`config.mk`:
```
export PLATFORM = sky130hd
export DESIGN_NAME = fft_bank_ctrl
export DESIGN_NICKNAME = d
export VERILOG_FILES = /design/src/rtl/fft_pkg.sv /design/src/rtl/fft_tag_fifo.sv /design/src/rtl/fft_bank_ctrl.sv
export SDC_FILE = /design/constraint.sdc
export NUM_CORES = 1
export LEC_CHECK = 0
export CORE_MARGIN = 2
export CORE_UTILIZATION = 25
export CTS_BUF_LIST = sky130_fd_sc_hd__clkbuf_16
export DETAILED_ROUTE_END_ITERATION = 12
export DONT_BUFFER_PORTS = 1
export PLACE_DENSITY = 0.46
export SLEW_MARGIN = 20
export SYNTH_ARGS = -nofsm -noshare
export SYNTH_HDL_FRONTEND = slang
export SYNTH_SLANG_ARGS = --single-unit
```
`constraint.sdc`:
```
create_clock -name i_clk -period 3.25 [get_ports i_clk]
set_input_delay 0.325 -clock i_clk [delete_from_list [all_inputs] [get_ports i_clk]]
set_output_delay 0.325 -clock i_clk [all_outputs]
set_load 0.02 [all_outputs]
```
`src/rtl/fft_pkg.sv`:
```
// rtl/fft_pkg.sv - shared parameters and types for the FFT bank controller
// Purpose: transform size, data width, tag FIFO depth and derived constants.
// Ports: none (package).
package fft_pkg;
  localparam int R        = 5;
  localparam int N        = 1 << R;
  localparam int W        = 16;
  localparam int TAG_D    = 4;
  localparam int AW       = R - 1;
  localparam int HALF     = N / 2;
  localparam int WB_TOTAL = R * N / 2;
  localparam int WBC_W    = $clog2(WB_TOTAL);
  localparam int TAG_W    = 2 * AW + 1;

  typedef logic [2*W-1:0] cplx_t;
  typedef logic [AW-1:0]  baddr_t;

  typedef struct packed {
    baddr_t a0;
    baddr_t a1;
    logic   sel;
  } tag_t;
endpackage

```
`src/rtl/fft_tag_fifo.sv`:
```
// rtl/fft_tag_fifo.sv - synchronous FIFO holding in-flight write-back tags
// Purpose: stores {a0,a1,sel} from issue until the butterfly result returns.
// Ports: i_clk/i_rst clock and sync active-high reset; push/push_data enqueue;
//   pop requests dequeue, pop_ok says it was honoured, pop_data is the head
//   (or the same-cycle push when empty); count/full/empty occupancy.
module fft_tag_fifo #(
  parameter int WIDTH = 9,
  parameter int DEPTH = 4
) (
  input  logic                           i_clk,
  input  logic                           i_rst,
  input  logic                           push,
  input  logic [WIDTH-1:0]               push_data,
  input  logic                           pop,
  output logic                           pop_ok,
  output logic [WIDTH-1:0]               pop_data,
  output logic [$clog2(DEPTH+1)-1:0]     count,
  output logic                           full,
  output logic                           empty
);
  localparam int PW = $clog2(DEPTH);
  localparam int CW = $clog2(DEPTH + 1);

  logic [WIDTH-1:0] mem [DEPTH];
  logic [PW-1:0]    wr_ptr;
  logic [PW-1:0]    rd_ptr;
  logic             do_push;

  assign empty    = (count == '0);
  assign full     = (count == CW'(DEPTH));
  // An empty FIFO can still serve a pop from the word being pushed this cycle.
  assign pop_ok   = pop && (!empty || push);
  assign do_push  = push && (!full || pop_ok);
  assign pop_data = empty ? push_data : mem[rd_ptr];

  always_ff @(posedge i_clk) begin
    if (i_rst) begin
      wr_ptr <= '0;
      rd_ptr <= '0;
      count  <= '0;
    end else begin
      if (do_push) begin
        mem[wr_ptr] <= push_data;
        wr_ptr      <= wr_ptr + 1'b1;
      end
      if (pop_ok) begin
        rd_ptr <= rd_ptr + 1'b1;
      end
      count <= count + CW'(do_push) - CW'(pop_ok);
    end
  end
endmodule

```
`src/rtl/fft_bank_ctrl.sv`:
```
// rtl/fft_bank_ctrl.sv - in-place FFT bank read/route/write-back controller
// Purpose: turns (a0,a1,sel_wing) triples into m0/m1 reads, routes the read
//   pair to the butterfly in wing order, writes results back in place, counts
//   write-backs and pulses o_done at the end of the R-pass transform.
// Ports: i_clk/i_rst clock and sync active-high reset; i_addr_vld/i_a0/i_a1/
//   i_sel_wing issue strobe; o_m*_re/o_m*_raddr/i_m*_rdata bank reads;
//   o_bf_vld/o_bf_x0/o_bf_x1 butterfly inputs; i_bf_vld/i_bf_y0/i_bf_y1
//   butterfly results; o_m*_we/o_m*_waddr/o_m*_wdata bank writes;
//   o_done completion pulse; o_ovf/o_unf sticky errors; o_idle nothing in flight.
module fft_bank_ctrl
  import fft_pkg::*;
(
  input  logic          i_clk,
  input  logic          i_rst,
  input  logic          i_addr_vld,
  input  logic [AW-1:0] i_a0,
  input  logic [AW-1:0] i_a1,
  input  logic          i_sel_wing,
  output logic          o_m0_re,
  output logic [AW-1:0] o_m0_raddr,
  output logic          o_m1_re,
  output logic [AW-1:0] o_m1_raddr,
  input  cplx_t         i_m0_rdata,
  input  cplx_t         i_m1_rdata,
  output logic          o_bf_vld,
  output cplx_t         o_bf_x0,
  output cplx_t         o_bf_x1,
  input  logic          i_bf_vld,
  input  cplx_t         i_bf_y0,
  input  cplx_t         i_bf_y1,
  output logic          o_m0_we,
  output logic [AW-1:0] o_m0_waddr,
  output cplx_t         o_m0_wdata,
  output logic          o_m1_we,
  output logic [AW-1:0] o_m1_waddr,
  output cplx_t         o_m1_wdata,
  output logic          o_done,
  output logic          o_ovf,
  output logic          o_unf,
  output logic          o_idle
);
  localparam int CW = $clog2(TAG_D + 1);

  logic             iss_vld;
  logic             iss_sel;
  logic             rd_vld;
  logic             rd_sel;
  logic             wb_vld;
  logic [WBC_W-1:0] wb_cnt;

  logic [CW-1:0]    fifo_count;
  logic             fifo_full;
  logic             fifo_empty;
  logic             pop_ok;
  tag_t             push_tag;
  tag_t             head_tag;
  logic [CW:0]      occ;
  logic             accept;

  assign push_tag = '{a0: o_m0_raddr, a1: o_m1_raddr, sel: iss_sel};

  fft_tag_fifo #(
    .WIDTH (TAG_W),
    .DEPTH (TAG_D)
  ) u_tag_fifo (
    .i_clk     (i_clk),
    .i_rst     (i_rst),
    .push      (iss_vld),
    .push_data (push_tag),
    .pop       (i_bf_vld),
    .pop_ok    (pop_ok),
    .pop_data  (head_tag),
    .count     (fifo_count),
    .full      (fifo_full),
    .empty     (fifo_empty)
  );

  // The tag of last cycle's strobe is pushed this cycle, so it already owns a
  // slot; counting it here is what stops a back-to-back strobe from landing in
  // a FIFO that will be full by the time its own push happens.
  assign occ    = {1'b0, fifo_count} + (CW+1)'(iss_vld) - (CW+1)'(pop_ok);
  assign accept = i_addr_vld && (occ < (CW+1)'(TAG_D));

  assign o_m0_re = iss_vld;
  assign o_m1_re = iss_vld;
  assign o_m0_we = wb_vld;
  assign o_m1_we = wb_vld;
  assign o_idle  = fifo_empty && !iss_vld && !rd_vld && !o_bf_vld;

  // Issue stage and overflow flag.
  always_ff @(posedge i_clk) begin
    if (i_rst) begin
      iss_vld    <= 1'b0;
      iss_sel    <= 1'b0;
      o_m0_raddr <= '0;
      o_m1_raddr <= '0;
      o_ovf      <= 1'b0;
    end else begin
      iss_vld <= accept;
      if (accept) begin
        o_m0_raddr <= i_a0;
        o_m1_raddr <= i_a1;
        iss_sel    <= i_sel_wing;
      end
      if (i_addr_vld && !accept) begin
        o_ovf <= 1'b1;
      end
    end
  end

  // sel rides its own delay line alongside the read so the crossbar sees it
  // the cycle the bank data comes back, independent of FIFO pops.
  always_ff @(posedge i_clk) begin
    if (i_rst) begin
      rd_vld   <= 1'b0;
      rd_sel   <= 1'b0;
      o_bf_vld <= 1'b0;
      o_bf_x0  <= '0;
      o_bf_x1  <= '0;
    end else begin
      rd_vld   <= iss_vld;
      rd_sel   <= iss_sel;
      o_bf_vld <= rd_vld;
      if (rd_vld) begin
        o_bf_x0 <= rd_sel ? i_m1_rdata : i_m0_rdata;
        o_bf_x1 <= rd_sel ? i_m0_rdata : i_m1_rdata;
      end
    end
  end

  // Write-back: each result goes back where its operands came from, so the
  // upper-wing result follows sel into whichever bank held the upper wing.
  always_ff @(posedge i_clk) begin
    if (i_rst) begin
      wb_vld     <= 1'b0;
      o_m0_waddr <= '0;
      o_m1_waddr <= '0;
      o_m0_wdata <= '0;
      o_m1_wdata <= '0;
      o_done     <= 1'b0;
      o_unf      <= 1'b0;
      wb_cnt     <= '0;
    end else begin
      wb_vld <= pop_ok;
      o_done <= 1'b0;
      if (pop_ok) begin
        o_m0_waddr <= head_tag.a0;
        o_m1_waddr <= head_tag.a1;
        o_m0_wdata <= head_tag.sel ? i_bf_y1 : i_bf_y0;
        o_m1_wdata <= head_tag.sel ? i_bf_y0 : i_bf_y1;
        if (wb_cnt == WBC_W'(WB_TOTAL - 1)) begin
          wb_cnt <= '0;
          o_done <= 1'b1;
        end else begin
          wb_cnt <= wb_cnt + 1'b1;
        end
      end
      if (i_bf_vld && !pop_ok) begin
        o_unf <= 1'b1;
      end
    end
  end
endmodule

```
==> results summary, run 1 <==
The total of max-cap violations came out at 0. When the netlist entered floorplanning its net count stood at 980. The flow ran to the end, and the final reports show no timing, DRC or antenna violations. The number of sinks handled by clock tree synthesis is 205. The die extent in x came out at 191 µm. The starting DRC count in detailed routing came out at 216.

In the finished design, the share of the clock period the worst path needs comes to 0.846. The overall die area is between 30000 and 40000 µm². The commonest register cell after synthesis is sky130_fd_sc_hd__dfxtp_1. The clock latency of the later-clocked register in the worst-skew pair is 0.54 ns. The remaining antenna violation count after routing is 0. The endpoint required time on the critical path is 3.66 ns. The max-slew violation total from the final report came out at 0. The most frequently used cell type in the post-synthesis netlist is sky130_fd_sc_hd__nor2_1.

The power density over the cells came out at 907 nW/µm². For this design the static power due to leakage is approximately 3.8 nW. The remaining global-route overflow came out at 0.

The count of yosys warnings during synthesis is 0. Counting instances in the post-synthesis netlist gives the leading cell types as 214 x sky130_fd_sc_hd__nor2_1, 169 x sky130_fd_sc_hd__dfxtp_1, 75 x sky130_fd_sc_hd__mux2i_1. In this run, synthesis produced a sequential element count of 205. The starting utilization of the core area came out at 0.254. The mapped netlist covers 8780 µm². The critical path goes through mux4_2 -> mux2i_2 -> nand2_4 -> buf_12 -> o221a_2 -> dlygate4sd3_1. The hold violation total from the final report is 0. The most critical setup path has its endpoint at o_m0_wdata[23]$_SDFFE_PP0P_. The wire length after detailed routing came out at 25.6 mm. The number of vias per cell came out at between 4 and 5. The number of synthesized flops with an enable pin came out at 36. Clock-pin slew was measured on the worst setup and hold paths at 0.06 ns. The area of the core came out at ~35000 µm². The total via count in the routed design is approximately 6600.

The maximum VDD drop came out at 0.406 mV. The floorplan has 68 rows. sky130_fd_sc_hd__dfxtp_1 takes more of the synthesized area than any other cell. Dividing the detail-routed wire length by the instance count gives 18.6 µm.

Of the total synthesized cell area, the portion taken by XOR and XNOR cells is 0.0110. The final layout net count is 1057. The overall routing resource usage came out at 0.132.

The worst-case reg-to-reg path depth came out at 6. For the worst setup path, the data arrival time is roughly 3.2 ns. The share of cell area taken by muxes after synthesis came out at 0.115.

The count of buffering cells on the critical path with inverters included is 2. The maximum count of clock buffers along a single path is 3. Subtracting the final worst setup slack from the clock period gives 2.75 ns. Adding up every negative setup slack in the final design gives 0 ns. Setup repair after global routing left no endpoint under its margin.

The worst slew margin relative to its limit is 0.321. The I/O pin total came out at 294. The number of global-route vias before repair was between 6000 and 7000. Setup violations remaining at the end of the flow were counted as 0. The sort of element at the start of the critical path is a register.

In this run the top signal layer used is met5. In this run the worst hold path is classified as in2reg. The maximum frequency from static timing analysis came out at 0.364 GHz.

The worst clock skew came out at between 0.015 and 0.02 ns. The post-detailed-placement cell area came out at 9030 µm². The number of different library cells in the post-synthesis netlist came out at 55. The count of inserted antenna diode cells is 0. The number of iterations in the first detailed-routing pass is 4.

The fraction of the mapped netlist area in adder cells came out at 0.0137. Among cell families on the critical path, the largest total delay comes from buffers and inverters. The share of synthesized area occupied by flip-flops and latches came out at 0.508. The root buffer cell chosen for the clock tree is sky130_fd_sc_hd__clkbuf_16. The maximum number of pins on one net before global-route repair is approximately 150. The simple-gate share of the synthesized area came out at 0.139. The worst register-to-register path ends at o_m0_wdata[23]$_SDFFE_PP0P_. The number of levels the H-tree was split into is 1. The buffer count from post-CTS setup fixing came out at 0. The critical path in this run is classified as reg2reg.

Ranked by total cell area, the synthesized netlist is headed by sky130_fd_sc_hd__dfxtp_1 39%, sky130_fd_sc_hd__edfxtp_1 12%, sky130_fd_sc_hd__nor2_1 9.1%. The fraction of final layout cells sized beyond drive strength 1 is 0.0703. The actual slew at the worst max-slew pin is 1.02 ns. The mean instance size in the synthesized netlist came out at 10.6 µm². STA classifies the critical path endpoint as a register. Buffers inserted during clock tree synthesis total 25. The detailed-routing wirelength on met1 is between 10 and 15 mm. The met2 wirelength from detailed routing is 11.3 mm. The share of the synthesized area in the top cell type is 0.385. In the detailed route, the total length drawn on met3 is 2.86 mm. The cell depth of the worst setup path is 6.

Detailed placement ended at an HPWL of 15.7 mm. The die outline height is 191 µm. The synthesized-area fraction occupied by ao, oa, aoi and oai cells is 0.159. The finished cells cover 11000 µm². At the end of routability-driven placement, the weighted congestion stood at between 0.7 and 0.8. The post-layout utilization of the core came out at 0.318. The share of flip-flops with an asynchronous set or reset came out at 0. TritonCTS built the clock tree. After synthesis, the largest family of logic cells by area is compound AO/OA/AOI/OAI gates. Among all stages on the critical path, the largest delay is contributed by sky130_fd_sc_hd__dfxtp_1. The layout has roughly 3600 filler cells. The number of antenna violations at the first check in global routing is 1.

The worst-case register-to-register setup slack is 0.50 ns. The number of input and output port buffers inserted came out at 0. The largest fanout of any net on the critical path came out at 51.

The wire length of the first global-routing pass came out at ~38 mm. The number of remaining DRC errors came out at 0. The largest stage delay on the critical path came out at 0.60 ns. The post-synthesis cell count is 830. Compared with the post-synthesis result, the final layout area differs by 25.0%.
==> worst min path at each step <==
stage | end | cells past startpoint | slack [ns] | startpoint
6_report | o_bf_x1[12]$_SDFFE_PP0P_ | 2 | 0.03 | i_m1_rdata[12]
5_1_grt | o_bf_x0[17]$_SDFFE_PP0P_ | 2 | 0.01 | i_m0_rdata[17]
4_1_cts | o_bf_x1[0]$_SDFFE_PP0P_ | 2 | 0.0008 | i_m0_rdata[0]
3_5_place_dp | o_bf_x1[6]$_SDFFE_PP0P_ | 1 | 0.42 | i_rst
3_3_place_gp | o_bf_x0[31]$_SDFFE_PP0P_ | 1 | 0.41 | i_rst
2_1_floorplan | wb_cnt[1]$_SDFFE_PP0P_ | 2 | 0.44 | wb_cnt[1]$_SDFFE_PP0P_
==> per-layer routing <==
| layer | global-route usage | up-vias |
|---|---|---|
| li1 | - | 3176 |
| met1 | 0.164 | 3100 |
| met2 | 0.210 | 291 |
| met3 | 0.0505 | 32 |
| met4 | 0.0388 | 2 |
| met5 | 0 | - |
==> where the power goes <==
group          internal, mW  switching [mW]  total [mW]  leakage, nW
combinational          1.31            1.42        2.74         1.68
sequential             3.22            1.24        4.46         1.72
clock                  1.64            1.11        2.76        0.418
==> through the flow <==
step / instances / setup slack [ns] / hold slack (ns) / power, mW
2_1_floorplan: 830 / 0.301 / 0.444 / 6.35
3_3_place_gp: 1224 / 0.804 / 0.413 / 6.90
3_5_place_dp: 1224 / 0.778 / 0.416 / 6.94
4_1_cts: 1379 / 0.428 / 0.000804 / 10.1
5_1_grt: 1379 / 0.311 / 0.0150 / 10.6
6_report: 1379 / 0.501 / 0.0311 / 9.95
==> final cells by class <==
type | count | area (µm²) | area share
multi-input combinational | 545 | 3840 | 0.350
sequential | 205 | 4470 | 0.407
timing repair buffer | 123 | 1250 | 0.114
tap | 455 | 569 | 0.0519
inverter | 7 | 26.3 | 0.00239
clock inverter | 19 | 183 | 0.0166
clock buffer | 25 | 626 | 0.0570
==> worst reg2reg max path: stages (launching register included) <==
cell and delay (ns):
sky130_fd_sc_hd__dfxtp_1 0.60, sky130_fd_sc_hd__mux4_2 0.47, sky130_fd_sc_hd__mux2i_2 0.29, sky130_fd_sc_hd__nand2_4 0.18
sky130_fd_sc_hd__buf_12 0.24, sky130_fd_sc_hd__o221a_2 0.29, sky130_fd_sc_hd__dlygate4sd3_1 0.55
==> flip-flops by register name, indices dropped and copies added (netlist names), named ones only <==
register           count
iss_sel                1
o_bf_vld               1
o_bf_x0               32
o_bf_x1               32
o_done                 1
o_m0_raddr             4
o_m0_re                1
o_m0_waddr             4
o_m0_wdata            32
o_m0_we                1
o_m1_raddr             4
o_m1_waddr             4
o_m1_wdata            32
o_ovf                  1
o_unf                  1
rd_sel                 1
rd_vld                 1
u_tag_fifo.count       3
u_tag_fifo.mem        36
u_tag_fifo.rd_ptr      2
u_tag_fifo.wr_ptr      2
wb_cnt                 7
==> cells by family (layout without fill, tap and decap cells) <==
kind of cell,after synthesis,after routing
AO/OA/AOI/OAI,152,152
XOR/XNOR,11,11
adder cells (fa/ha/maj),9,9
buffers and inverters,80,174
flip-flops,205,205
multiplexers,86,86
AND/OR/NAND/NOR,287,287
==> cell usage in the layout, fill, tap and decap left out, types with 2 or more instances in the layout <==
master                            n
sky130_fd_sc_hd__xor2_1           6
sky130_fd_sc_hd__buf_12           3
sky130_fd_sc_hd__and3_1           2
sky130_fd_sc_hd__clkbuf_16       25
sky130_fd_sc_hd__a311oi_1         8
sky130_fd_sc_hd__inv_1           12
sky130_fd_sc_hd__clkinv_2         6
sky130_fd_sc_hd__nor2_1         214
sky130_fd_sc_hd__nand3_1          2
sky130_fd_sc_hd__dlygate4sd3_1  109
sky130_fd_sc_hd__and2_1           4
sky130_fd_sc_hd__dfxtp_4          2
sky130_fd_sc_hd__nand2b_1        17
sky130_fd_sc_hd__o221a_2          2
sky130_fd_sc_hd__mux4_1           8
sky130_fd_sc_hd__a21oi_1          2
sky130_fd_sc_hd__dfxtp_1        167
sky130_fd_sc_hd__a211oi_1        64
sky130_fd_sc_hd__a31oi_1          3
sky130_fd_sc_hd__nor2b_1          9
sky130_fd_sc_hd__ha_1             8
sky130_fd_sc_hd__nor3_1           2
sky130_fd_sc_hd__nand2_1         23
sky130_fd_sc_hd__clkinv_1         2
sky130_fd_sc_hd__bufinv_16        3
sky130_fd_sc_hd__or3_1            2
sky130_fd_sc_hd__o221a_1         59
sky130_fd_sc_hd__buf_4           10
sky130_fd_sc_hd__edfxtp_1        36
sky130_fd_sc_hd__mux2i_1         75
sky130_fd_sc_hd__o21ai_0          4
sky130_fd_sc_hd__nand4_1          4
sky130_fd_sc_hd__xnor2_1          5
==> what timing repair did <==
item,CTS,global route
hold endpoints to repair,164,0
hold buffers,111,0
resized for setup,0,0
Power figures use the tool's default switching activity.
==> inputs of run 2 (changes only) <==
--- a/config.mk
+++ b/config.mk
@@ -10,7 +10,7 @@
 export CTS_BUF_LIST = sky130_fd_sc_hd__clkbuf_16
 export DETAILED_ROUTE_END_ITERATION = 12
 export DONT_BUFFER_PORTS = 1
-export PLACE_DENSITY = 0.46
+export PLACE_DENSITY = 0.48
 export SLEW_MARGIN = 20
 export SYNTH_ARGS = -nofsm -noshare
 export SYNTH_HDL_FRONTEND = slang
==> constraint.sdc (replaced) <==
create_clock -name i_clk -period 2.5 [get_ports i_clk]
set_input_delay 0.25 -clock i_clk [delete_from_list [all_inputs] [get_ports i_clk]]
set_output_delay 0.25 -clock i_clk [all_outputs]
set_load 0.02 [all_outputs]
==> results summary, run 2 (synthesis results as in run 1) <==
The run finished with clean final reports. The die outline height came out at approximately 190 µm. Leaving out fill and tap cells, the most frequent cells in the layout are 214 x sky130_fd_sc_hd__nor2_1, 167 x sky130_fd_sc_hd__dfxtp_1, 167 x sky130_fd_sc_hd__dlygate4sd3_1, 75 x sky130_fd_sc_hd__mux2i_1, 64 x sky130_fd_sc_hd__a211oi_1. The pre-CTS setup slack is just over 0.2 ns. The number of antenna violations at the first check in global routing came out at 2.

The fraction of final layout cells sized beyond drive strength 1 came out at 0.0687. The worst-case register-to-register setup slack is 0.16 ns. The wire length after detailed routing is ~27 mm. The class of the tightest hold or removal check is in2reg. The number of iterations in the first detailed-routing pass came out at 6.

The maximum frequency from static timing analysis is 0.427 GHz. The overall die area came out at between 30000 and 40000 µm². Setup repair after global routing left no endpoint under its margin.

The average wire per standard cell came out at 18.7 µm. The data arrival time of the critical path is 2.78 ns. The signal on the critical path passes through mux4_2 -> mux2i_2 -> nand2_4 -> o221a_1 -> dlygate4sd3_1.

The power consumption is 12.9 mW. Grouping stages by cell kind, the critical path spends the most delay in multiplexers. The worst hold path begins at i_bf_vld.

The TritonCTS clock tree is yes. Across the whole layout, storage elements account for 4470 µm². The final route contains 6850 vias. In this run the critical register-to-register path is captured at o_m0_wdata[17]$_SDFFE_PP0P_. The hold violation total from the final report came out at 0. The part of the total power dissipated in combinational logic came out at 0.291.

The met3 capacity usage during global routing came out at 0.0503. The switching share of power came out at 0.387. The starting DRC count in detailed routing came out at about 240. The worst slew margin relative to its limit is 0.395. The post-layout utilization of the core is 0.336.

CTS built an H-tree with a depth of 1. The number of vias per cell came out at 4.74. The register with the most flip-flops is u_tag_fifo.mem. The largest fanout of any net on the critical path came out at 10. After layout, the worst setup slack is approximately 0.16 ns.

The count of buffering cells on the critical path with inverters included came out at 1. The actual slew at the worst max-slew pin came out at 0.907 ns. The tree is rooted in a sky130_fd_sc_hd__clkbuf_16. In the finished design, the share of the clock period the worst path needs comes to 0.937.

The area growth from synthesis to layout is 32.1%. The part of the total power dissipated in sequential elements is 0.445. Including well taps, the total number of placed cells is between 1000 and 1500. The final count of negative-setup-slack endpoints came out at 0. Setup total negative slack on the finished layout was measured at 0 ns. The worst-case IR drop observed on VDD is 0.606 mV. The kind of end point of the critical path is a register. The flip-flop count of the largest register after layout is 36. At the end of routability-driven placement, the weighted congestion stood at 0.743. Clock-pin slew was measured on the worst setup and hold paths at 0.06 ns. The overall routing resource usage is 0.142.

The relative contribution of the clock network to total power came out at 0.263. met2 is the most crowded layer. Entering global routing, the biggest net connects between 100 and 150 pins.

Once detail routing completed, the nets flagged for antenna violations numbered 0. The number of input and output port buffers inserted came out at 0. The net switching power figure came out at 5.00 mW. The sort of element at the start of the critical path is a register. The clock latency of the later-clocked register in the worst-skew pair came out at 0.55 ns. The I/O pin total is 294. The placed wire-length estimate is 16.5 mm. The power density over the cells is between 1000 and 1500 nW/µm². The most common library cell in the layout ignoring fill and taps is sky130_fd_sc_hd__nor2_1. The total area inside the core boundary comes to between 30000 and 40000 µm². For this run, global-route usage on met1 was measured as 0.174.

The number of fill cells in the layout is around 3500. The time the final worst path needs with I/O delays and setup came out at 2.34 ns. The worst clock skew is 0.0194 ns.

In this run the cell area measured after placement is 9130 µm². In this run the static leakage power is 4.14 nW. The number of sinks handled by clock tree synthesis came out at 205. For this run, design rule violations remaining after detail routing come to 0. Following the worst setup path forward leads to its endpoint at o_m0_wdata[17]$_SDFFE_PP0P_. The number of gates given a new drive strength after cts came out at 0.

Once layout is done, the placed cells without fillers occupy around 12000 µm². The clock passes through at most 3 buffers. The final non-filler cell total is between 1000 and 1500. For met2 alone, demand over resource in global routing was 0.236. The wire length of the first global-routing pass came out at 40.9 mm. Data on the critical path is required at its endpoint by ~2.9 ns. The CTS buffer count came out at 25.

The starting utilization of the core area is 0.254. The cell depth of the worst setup path is 5. The final layout net count came out at 1121. Across the run, the number of max-cap violations was 0. The multi-input combinational cell area came out at 3870 µm². The number of global-route vias before repair came out at 7118. The class of the most critical setup path is reg2reg. The internal power came out at 7.91 mW. Summed over all layers, the global routing overflow is 0.

The largest stage delay on the critical path is 0.61 ns. For this design, the slowest cell found on the critical path is sky130_fd_sc_hd__mux4_2. The worst hold slack across all endpoints came out at 0.0360 ns.

The number of standard-cell rows in the floorplan came out at 68. The die extent in x is 191 µm. The max-slew violation total from the final report came out at 0.

The worst-case reg-to-reg path depth is 5.
-- run 2: cell types whose count changed in the layout (fill, tap and decap cells not counted), moves of 2 or more --
cell / change
sky130_fd_sc_hd__inv_1: +6
sky130_fd_sc_hd__buf_12: +2
sky130_fd_sc_hd__dlygate4sd3_1: +58
sky130_fd_sc_hd__clkinv_2: -2
sky130_fd_sc_hd__bufinv_16: -2
sky130_fd_sc_hd__buf_4: +4
-- run 2: worst register-to-register path: stages, from the launching register on --
cell and delay [ns]:
sky130_fd_sc_hd__dfxtp_1 0.35, sky130_fd_sc_hd__mux4_2 0.61, sky130_fd_sc_hd__mux2i_2 0.30, sky130_fd_sc_hd__nand2_4 0.16, sky130_fd_sc_hd__o221a_1 0.27, sky130_fd_sc_hd__dlygate4sd3_1 0.56
-- run 2: final cells by class --
| cell class | count | area share |
|---|---|---|
| Clock inverter | 21 | 0.0112 |
| Timing Repair Buffer | 187 | 0.164 |
| Multi-Input combinational cell | 545 | 0.334 |
| Sequential cell | 205 | 0.386 |
| Tap cell | 455 | 0.0491 |
| Inverter | 7 | 0.00227 |
| Clock buffer | 25 | 0.0539 |
| Antenna cell | 1 | 0.000216 |
-- run 2: worst min-delay path by stage --
stage / endpoint / slack, ns / cells past startpoint
3_5_place_dp: o_bf_x1[2]$_SDFFE_PP0P_ / 0.34 / 1
4_1_cts: o_bf_x1[27]$_SDFFE_PP0P_ / 0.002 / 2
3_3_place_gp: o_bf_x1[2]$_SDFFE_PP0P_ / 0.34 / 1
5_1_grt: o_m0_wdata[21]$_SDFFE_PP0P_ / 0.02 / 2
6_report: o_m0_wdata[21]$_SDFFE_PP0P_ / 0.04 / 2
2_1_floorplan: o_m0_raddr[3]$_SDFFE_PP0P_ / 0.41 / 2
-- run 2: per-layer routing --
metal  wire length [µm]  vias up
met5                  0        -
met4                439        0
met3               2760       30
met2              12400      261
met1              11400     3265
li1                   -     3294
-- run 2: timing repair --
item,in CTS,in global routing
setup buffers,0,1
hold buffers,167,1
setup endpoints to repair,0,1
hold endpoints to repair,164,1
-- run 2: power by group through the flow --
stage / Sequential (mW) / Combinational [mW] / Clock (mW)
global placement: 5.84 / 3.25 / 0
floorplan: 5.45 / 2.91 / 0
global route: 5.88 / 4.19 / 3.64
finish: 5.75 / 3.76 / 3.40
detailed placement: 5.84 / 3.32 / 0
CTS: 5.77 / 3.77 / 3.50
==> inputs of run 3 (changes only) <==
--- a/config.mk
+++ b/config.mk
@@ -10,6 +10,7 @@
 export CTS_BUF_LIST = sky130_fd_sc_hd__clkbuf_16
 export DETAILED_ROUTE_END_ITERATION = 12
 export DONT_BUFFER_PORTS = 1
+export HOLD_SLACK_MARGIN = 0.1
 export PLACE_DENSITY = 0.48
 export SLEW_MARGIN = 20
 export SYNTH_ARGS = -nofsm -noshare
==> results summary, run 3 (synthesis results as in run 1) <==
The max-slew violation total from the final report is 0. The design draws 12.9 mW. The final non-filler cell total is between 1000 and 1500. Data arrives at the worst endpoint at 2.78 ns.

The clock latency of the later-clocked register in the worst-skew pair is 0.55 ns. The kind of cell with the highest combined delay along the critical path is multiplexers. The time the final worst path needs with I/O delays and setup is 2.34 ns. TritonCTS built the clock tree.

The count of buffering cells on the critical path with inverters included is 1. The total of max-cap violations came out at 0. In the layout the commonest cells are 214 x sky130_fd_sc_hd__nor2_1, 167 x sky130_fd_sc_hd__dfxtp_1, 167 x sky130_fd_sc_hd__dlygate4sd3_1, 75 x sky130_fd_sc_hd__mux2i_1, 64 x sky130_fd_sc_hd__a211oi_1. Across all hold checks on the routed design, the worst slack comes to just under 0.1 ns.

Entering global routing, the biggest net connects 135 pins. Clock tree synthesis found a total of 205 sinks. The total via count in the routed design came out at 6865. The final count of negative-setup-slack endpoints came out at 0. The register with the most flip-flops is u_tag_fifo.mem. The number of levels the H-tree was split into is 1. The die extent in x is 191 µm.

The starting DRC count in detailed routing came out at 212. The maximum count of clock buffers along a single path came out at 3. Leaving out fill and tap cells, the most frequent cell in the layout is sky130_fd_sc_hd__nor2_1. The period utilization came out at 0.937. The number of placed instances with taps included is 1230. The largest fanout of any net on the critical path came out at 10.

Derived from the worst setup path, the maximum achievable clock frequency is between 0.4 and 0.5 GHz. The largest individual stage delay along the critical path comes from the cell sky130_fd_sc_hd__mux4_2. The power density over the cells is ~1100 nW/µm².

For this run, the total global-route usage over all layers was measured as 0.140. By startpoint and endpoint, the worst setup path is classified as reg2reg. The number of standard-cell rows in the floorplan is 68. The endpoint required time on the critical path is 2.94 ns.

For this run, the share of the core covered by cells in the final layout is 0.336. The count of nets left with antenna violations once routing finished came out at 0. The number of iterations in the first detailed-routing pass is 4.

The run finished with clean final reports. STA classifies the critical path startpoint as a register. Once layout is done, the placed cells without fillers occupy 11600 µm². Dividing the detail-routed wire length by the instance count gives between 15 and 20 µm.

Headroom to the max-slew limit came out at 0.397. The floorplan step defined a die boundary enclosing ~37000 µm². The tightest min-delay check is of the in2reg type. The wire length of the first global-routing pass is between 40 and 50 mm. The starting utilization of the core area came out at 0.254. Summing all placed instances gives a cell area of ~9100 µm². The area overhead of the layout relative to synthesis is 32.1%. Global routing finished with a remaining overflow of 0.

In this design, the stage delay of the slowest critical-path cell is 0.60 ns. The cell sitting at the root of the clock tree is a sky130_fd_sc_hd__clkbuf_16. The worst setup path is captured at a register. The worst-case register-to-register setup slack came out at 0.16 ns.

The final layout net count is 1121. The final weighted congestion in routability-driven placement came out at 0.743. The placed wire-length estimate is around 16 mm. The clock-pin slew of the registers on the worst-case setup and hold paths came out at 0.06 ns. The leakage power of the design came out at 4.15 nW. The die is 191 µm tall. At the pin with the least slew margin, the transition time is roughly 0.90 ns. In the routed design, unresolved DRC markers number 0.

During I/O placement, the number of pins put on the boundary was ~290. The worst path meets setup with roughly 0.16 ns of slack. The maximum VDD drop came out at around 0.61 mV. The region available for standard cell placement spans 34500 µm². The worst clock skew came out at 0.0192 ns. The number of clock buffers added by TritonCTS is 25. The post-route setup TNS is 0 ns. The hold violation total from the final report was 0.

The number of antenna violations at the first check in global routing is 1. Of the cells placed in the final design, the portion with a size suffix greater than 1 is 0.0687. The number of input and output port buffers inserted came out at 0. The number of vias per cell came out at between 4 and 5. The flip-flop count of the largest register after layout is 36.

Summed over all layers, the routed wires come to 26.7 mm. Walking the worst path, the cells encountered are mux4_2 -> mux2i_2 -> nand2_4 -> o221a_1 -> dlygate4sd3_1. The number of global-route vias before repair came out at 7105. Post-CTS repair changed the size of 0 cells.

Setup repair after global routing left no endpoint under its margin. The pre-CTS setup slack came out at 0.201 ns.
==> run 3: cell counts in the layout (fill, tap and decap cells not counted) <==
No cell type changed its count.
==> run 3: repair_timing <==
item,CTS,global route
buffers inserted,0,1
hold buffers,168,0
endpoints found under the hold margin,169,0
setup endpoints to repair,0,1
==> run 3: layer usage <==
metal | GRT usage | routed length, µm | up-vias
met4 | 0.0367 | 519 | 0
met1 | 0.170 | 11300 | 3275
li1 | - | - | 3296
met3 | 0.0501 | 2700 | 34
met2 | 0.233 | 12200 | 260
met5 | 0 | 0 | -
==> run 3: report_power, final <==
part	switching, mW	leakage [nW]	internal, mW
clock	1.48	0.411	1.92
combinational	1.95	2.02	1.81
sequential	1.57	1.72	4.18
==> run 3: final cells by class <==
type                       instances  area, µm²
antenna                            1       2.50
clock buffer                      25        626
clock inverter                    21        130
fill                            3521      22900
inverter                           7       26.3
multi-input combinational        545       3870
sequential                       205       4470
tap                              455        569
timing repair buffer             187       1900
==> run 3: worst reg2reg max path: cells and delay by family, from the launching register on <==
kind | cells | cell delay [ns]
DFF | 1 | 0.35
and+or+nand+nor | 1 | 0.16
muxes | 2 | 0.89
AOI/OAI and AO/OA | 1 | 0.27
buffers and inverters | 1 | 0.56
==> run 3: final timing paths <==
| kind | end | depth (start not counted) | from |
|---|---|---|---|
| hold reg to reg | wb_cnt[1]$_SDFFE_PP0P_ | 2 | wb_cnt[1]$_SDFFE_PP0P_ |
| hold / removal | o_bf_x0[30]$_SDFFE_PP0P_ | 2 | i_m0_rdata[30] |
| setup reg to reg | o_m0_wdata[17]$_SDFFE_PP0P_ | 5 | register |
| setup / recovery | o_m0_wdata[17]$_SDFFE_PP0P_ | 5 | register |
